[src/rtl/sha_round_ctrl.sv]
// SHA-256 round controller: loads one 16-word message block through a
// valid/ready handshake, enables the external round counter until its flag
// marks the last round, pulses a digest update, then holds done until acked.
// Optional feature macro: ROUND_TIMEOUT_EN adds a RUN-state watchdog that
// aborts to DONE with o_err set if the counter flag never arrives.

module sha_round_ctrl #(
  parameter int unsigned MAX_CNT   = 63,
  parameter int unsigned CNT_SIZE  = 6,
  parameter int unsigned MSG_WORDS = 16,
  parameter int unsigned ADDR_W    = 4
) (
  input  logic                clk,
  input  logic                reset_n,
  input  logic                i_start,
  input  logic                i_msg_valid,
  output logic                o_msg_ready,
  output logic                o_wr_en,
  output logic [ADDR_W-1:0]   o_wr_addr,
  output logic                o_cnt_en,
  input  logic                i_flag,
  input  logic [CNT_SIZE-1:0] i_count,
  output logic                o_digest_upd,
  output logic                o_busy,
  output logic                o_done,
  input  logic                i_ack,
  output logic                o_err
);

  typedef enum logic [2:0] {StIdle, StLoad, StRun, StFinal, StDone} state_e;

  localparam logic [ADDR_W-1:0] LastAddr = ADDR_W'(MSG_WORDS - 1);

  state_e              state_q;
  logic [ADDR_W-1:0]   addr_q;
  logic                err_q;
  // High only on the first RUN cycle, when the counter must read zero.
  logic                first_q;

`ifdef ROUND_TIMEOUT_EN
  // Value held on the last permitted RUN cycle; the next increment would
  // reach MAX_CNT+4.
  localparam logic [CNT_SIZE:0] WdLast = (CNT_SIZE + 1)'(MAX_CNT + 3);
  logic [CNT_SIZE:0]   wd_q;
`endif

  // Controller state, load address, entry check and sticky error.
  always_ff @(posedge clk or negedge reset_n) begin
    if (!reset_n) begin
      state_q <= StIdle;
      addr_q  <= '0;
      err_q   <= 1'b0;
      first_q <= 1'b0;
`ifdef ROUND_TIMEOUT_EN
      wd_q    <= '0;
`endif
    end else begin
      case (state_q)
        StIdle: begin
          if (i_start) state_q <= StLoad;
        end
        StLoad: begin
          if (i_msg_valid) begin
            if (addr_q == LastAddr) begin
              addr_q  <= '0;
              first_q <= 1'b1;
              state_q <= StRun;
`ifdef ROUND_TIMEOUT_EN
              wd_q    <= '0;
`endif
            end else begin
              addr_q <= addr_q + 1'b1;
            end
          end
        end
        StRun: begin
          first_q <= 1'b0;
          if (first_q && (i_count != '0)) err_q <= 1'b1;
`ifdef ROUND_TIMEOUT_EN
          wd_q <= wd_q + 1'b1;
          if (i_flag) begin
            state_q <= StFinal;
          end else if (wd_q == WdLast) begin
            err_q   <= 1'b1;
            state_q <= StDone;
          end
`else
          if (i_flag) state_q <= StFinal;
`endif
        end
        StFinal: begin
          state_q <= StDone;
        end
        StDone: begin
          if (i_ack) state_q <= StIdle;
        end
        default: begin
          state_q <= StIdle;
        end
      endcase
      // The counter can only legitimately hit its last value while enabled.
      if (i_flag && (state_q != StRun)) err_q <= 1'b1;
    end
  end

  // Moore outputs decoded from registered state; the write strobe alone
  // follows i_msg_valid combinationally.
  always_comb begin
    o_msg_ready  = (state_q == StLoad);
    o_wr_en      = i_msg_valid & o_msg_ready;
    o_wr_addr    = addr_q;
    o_cnt_en     = (state_q == StRun);
    o_digest_upd = (state_q == StFinal);
    o_busy       = (state_q != StIdle);
    o_done       = (state_q == StDone);
    o_err        = err_q;
  end

endmodule

[config.mk]
export PLATFORM = sky130hd
export DESIGN_NAME = sha_round_ctrl
export DESIGN_NICKNAME = d
export VERILOG_FILES = /design/src/rtl/sha_round_ctrl.sv
export SDC_FILE = /design/constraint.sdc
export NUM_CORES = 1
export LEC_CHECK = 0
export CAP_MARGIN = 30
export CORE_AREA = 2 2 39 41
export CTS_BUF_LIST = sky130_fd_sc_hd__clkbuf_8 sky130_fd_sc_hd__clkbuf_16
export DETAILED_ROUTE_END_ITERATION = 6
export DIE_AREA = 0 0 41 43
export PLACE_DENSITY = 0.71
export SYNTH_ARGS = -nofsm -noshare
export SYNTH_HDL_FRONTEND = slang
export SYNTH_SLANG_ARGS = --single-unit
[constraint.sdc]
create_clock -name clk -period 1.4 [get_ports clk]
set_input_delay 0.28 -clock clk [delete_from_list [all_inputs] [get_ports clk]]
set_output_delay 0.28 -clock clk [all_outputs]
set_load 0.02 [all_outputs]
Yosys cells after proc, flatten, opt, wreduce, memory -nomap -nowiden
Index checks and enable logic that the tools add are counted.
{ "totals": {"input_bits": 12, "mem_bits_ro": 0, "mem_count": 0, "latch_bits": 0, "register_bits": 9, "wordCells": 42, "ramBits": 0} }
{ "classes": {"mul": 0, "div_mod_pow": 0, "magnitude_cmp": 0, "muxes": 13, "n_reduce_logical": 12, "bitwise_logic": 1, "shifts": 0, "eq_ne": 11, "addsub": 1} }
{ "ops": {"columns": ["op", "n"], "rows": [
  ["$mux 3", 5],
  ["$pmux 3 s5", 1],
  ["$eq 3x2->1 const B", 2],
  ["$ne 2x1->1 const B", 3],
  ["$reduce_bool 2->1", 3],
  ["$reduce_bool 6->1", 1],
  ["$mux 1", 5],
  ["$reduce_and 5->1", 1],
  ["$add 4x1->4 const B", 1],
  ["$eq 4x4->1 const B", 1],
  ["$mux 4", 1],
  ["$ne 2x2->1 const B", 2],
  ["$reduce_and 2->1", 2],
  ["$eq 3x1->1 const B", 1],
  ["$eq 3x3->1 const B", 1],
  ["$logic_not 3->1", 1],
  ["$ne 3x2->1 const B", 1],
  ["$reduce_and 3->1", 1],
  ["$reduce_bool 3->1", 1],
  ["$logic_and 1x1->1", 2],
  ["$pmux 1 s2", 1],
  ["$and 1x1->1", 1]
]} }

Depth between registers and ports, before layout
{ "depth": {"word_depth": 5, "depth_mapped": 4} }

Least setup slack after synthesis
Ideal clock, no wire load.
{ "synth_timing": {"kind": "reg2reg", "from": "register state_q[0]", "to": "register state_q[0]", "required_ns": 1.305, "setup_ns": 0.095, "path_buffers": 0, "arrival_ns": 1.297, "path_slack_ns": 0.008, "path_stages_with_launch": 4, "synth_period_minus_slack_ns": 1.392, "cell_sequence": "dfrtp_1 > nor3b_1 > o21ai_0 > o31ai_1"} }
{ "synth_via": {"elab_chain_len": 3} }
{ "synth_rtl": {"columns": ["item", "line", "text"], "rows": [
  ["from (decl)", "34", "state_e state_q;"],
  ["from (signal assigned)", "50", "state_q <= StIdle;"],
  ["from (signal assigned)", "60", "if (i_start) state_q <= StLoad;"],
  ["from (signal assigned)", "67", "state_q <= StRun;"],
  ["$eq 3x1->1 (*)", null, null],
  ["named net o_msg_ready", "17", "output logic o_msg_ready,"],
  ["$ne 2x1->1 (no source line) / $ne 2x2->1 (equally long branches)", null, null],
  ["$reduce_and 5->1 (no source line)", null, null]
]} }
The timed path passes the listed nets; every way through them passes the cells marked *.
A chain may end at the register's enable or synchronous reset.

Worst setup path after layout
{ "layout_timing": {"from": "register state_q[0]", "to": "output o_cnt_en"} }
{ "layout_via": {"elab_chain_len": 1} }
{ "layout_rtl": {"columns": ["item", "line", "text"], "rows": [
  ["$eq 3x2->1", "112", "o_cnt_en = (state_q == StRun);"],
  ["to (decl)", "20", "output logic o_cnt_en,"]
]} }
No other way between the ends.

==> run metrics <==
largest family of logic cells by synthesized area=simple AND/OR/NAND/NOR gates; Tot GR Track Use=0.147; CORE AREA=between 1000 and 1500 µm²; post-synthesis mux area share=0.0213; Hold WC Path Type=input port to asynchronous set/reset pin; H-tree depth=1; Top-Level Pins=23; sequential area share after synthesis=0.479; PwrDens=~1700 nW/µm²; r2r worst-path depth=4; WS Path Type=register to output port; root cell of the clock tree=clkbuf_8; final core utilization=0.625; Worst Path Required=~1100 ps; GR Util met2=0.184; row cnt=14; CP max stage delay=slightly above 400 ps; Worst Tran Pin Value=about 400 ps; clk sinks=9; Synth Area in XOR/XNOR=0.0186; Fill cells=136; setup slack, reg-to-reg=100 ps; Cell Area, Placed=roughly 800 µm²; crit start category=register; failing checks=negative setup slack; Inst Count DP=92; Final Critical Period=1500 ps; Antenna Cells=0; GPL Wtd Cong=roughly 0.64; largest net degree at the start of global routing=10; antenna violations before repair=0; adder-cell share of the synthesized area=0.0266; maxcap violations=0; met3 usage=0.0471; Clock Tree Buf Depth=2; final hold vios=0; endpoints failing setup=4; post-route antenna net violation count=0; met1 usage in global routing=0.206; Post-layout nets=96; Post-Synth Simple-Gate Area=0.255; TNS Setup=-246 ps; commonest non-fill, non-tap cells in the layout=10 x clkdlybuf4s50_1, 10 x buf_4, 8 x dfrtp_1, 7 x nand2_1, 7 x buf_6; die area=between 1500 and 2000 µm²; CTS tree=done; Fmax=0.665 GHz; CP Max Fanout=4; 1st-iter DRT viols=2; GRT overflow=0; Tot Pwr=1510 µW; reg2reg end=o_err$_DFFE_PN0P_; YS warnings=0; Detail Placement HPWL=839 µm; design area=865 µm²; Worst R2R Start=state_q[0]$_DFFE_PN0P_; slew margin rel.=0.736; RSZ-0062 raised after global routing=yes; DRC=0; vias in the first global route=387; Synth Cell Area=approximately 470 µm²; share of post-route cells with drive strength above 1=0.390; fin worst setup slack=-103 ps; Vias per Instance=4.77; CP arrival=1220 ps; drt wl/cell=about 11 µm; Avg Cell Area, Syn=10.5 µm²; Setup crit end kind=output port; cts bufs inserted=3; slowest CP cell=dfrtp_1; final wirelength=1090 µm; syn_nets=a little under 60; First-pass DRT Iterations=3; Port Buf Inserts=22; die width=just over 40 µm; crit share post-route=1.07; cell chain of the critical path=or3b_4, inv_2, buf_6; Mapped Cells=45; hold-fix buffers at CTS=0; Die Ht=43 µm; clock latency on the worst-skew pair=240 ps; Area Growth Syn to Fin=83.8%; Starting Density=0.340; Leak=between 0.0004 and 0.0005 µW; Clock transition at path regs=approximately 50 ps; total number of vias=~470; Peak VDD IR=1.08 mV; Synth Area in Compound Gates=0.160; Seq cells post-synth=9; Finished Layout Cells=between 90 and 100; Yosys cell types=20; clk_skew=4.19 ps; status=finished with violations; first-pass GRT wire length=1670 µm; max-slew violations=0; GRT busiest layer=met1
-- Yosys cell counts --
cell,instances,area share
a21o_1,1,0.016
a21oi_1,2,0.021
and3b_2,1,0.021
dfrtp_1,9,0.48
ha_1,1,0.027
inv_1,5,0.040
mux2i_1,1,0.021
nand2_1,7,0.056
nand3_1,1,0.011
nand4_1,1,0.013
nand4bb_4,1,0.059
nor3b_1,2,0.032
o21ai_0,5,0.053
o21ai_1,1,0.011
o31ai_1,2,0.032
o31ai_2,1,0.027
or3_2,1,0.016
or3b_4,1,0.024
or4_4,1,0.024
xnor2_1,1,0.019
-- area by class of cell --
class                   instances  area (µm²)  share of cell area
repair buffers                 33         307               0.355
multi-input cells              31         246               0.285
flip-flops and latches          9         226               0.262
clock buffers                   3        41.3              0.0478
well taps                      16        20.0              0.0232
inverters                       5        18.8              0.0217
clock inverters                 1        5.00             0.00579
-- where the power goes --
part	total (µW)	internal, µW	switching [µW]
combinational	782	412	370
sequential	424	350	73.3
clock	301	194	107
-- routing by layer --
layer  wire (µm)  up-vias
met2         465       16
met5           0        -
met3          85        3
li1            -      233
met1         516      215
met4          25        0
-- state kept, by name (all words and copies together) (netlist names) --
| name | cells |
|---|---|
| first_q | 1 |
| o_err | 1 |
| o_wr_addr | 4 |
| state_q | 3 |
-- through the flow --
step / setup WS (ps) / hold WS, ps
CTS: -118 / 343
detailed placement: -490 / 483
floorplan: 7.75 / -15.6
finish: -103 / 336
global placement: -488 / 473
global route: -140 / 386
-- critical path: cells and delay by family (launching register included) --
family,cells,cell delay [ps]
buffers and inverters,2,170
flip-flops,1,410
AND/OR/NAND/NOR,1,410
-- worst max path at each step --
stage | start | end | slack (ps) | cells past startpoint
after global routing | state_q[0]$_DFFE_PN0P_ | o_cnt_en | -140 | 3
after floorplan | state_q[0]$_DFFE_PN0P_ | state_q[0]$_DFFE_PN0P_ | 8 | 3
final | state_q[0]$_DFFE_PN0P_ | o_cnt_en | -100 | 3
after detailed placement | i_msg_valid | o_wr_en | -490 | 4
after CTS | state_q[1]$_DFFE_PN0P_ | o_cnt_en | -120 | 3
after global placement | i_msg_valid | o_wr_en | -490 | 4
-- logic make-up (layout without fill, tap and decap cells) --
logic type / Yosys count / after routing
adders and majority gates: 1 / 1
AOI/OAI and AO/OA: 12 / 12
muxes: 1 / 1
and+or+nand+nor: 16 / 16
DFF: 9 / 9
buffers and inverters: 5 / 42
xor gates and xnor gates: 1 / 1
-- timing repair --
item,4_1_cts,5_1_grt
resized for setup,45,7
pin swaps,1,2
setup endpoints to repair,11,6
gates cloned,0,0
setup buffers,0,2
No activity file was read; power rests on OpenSTA's default activity.
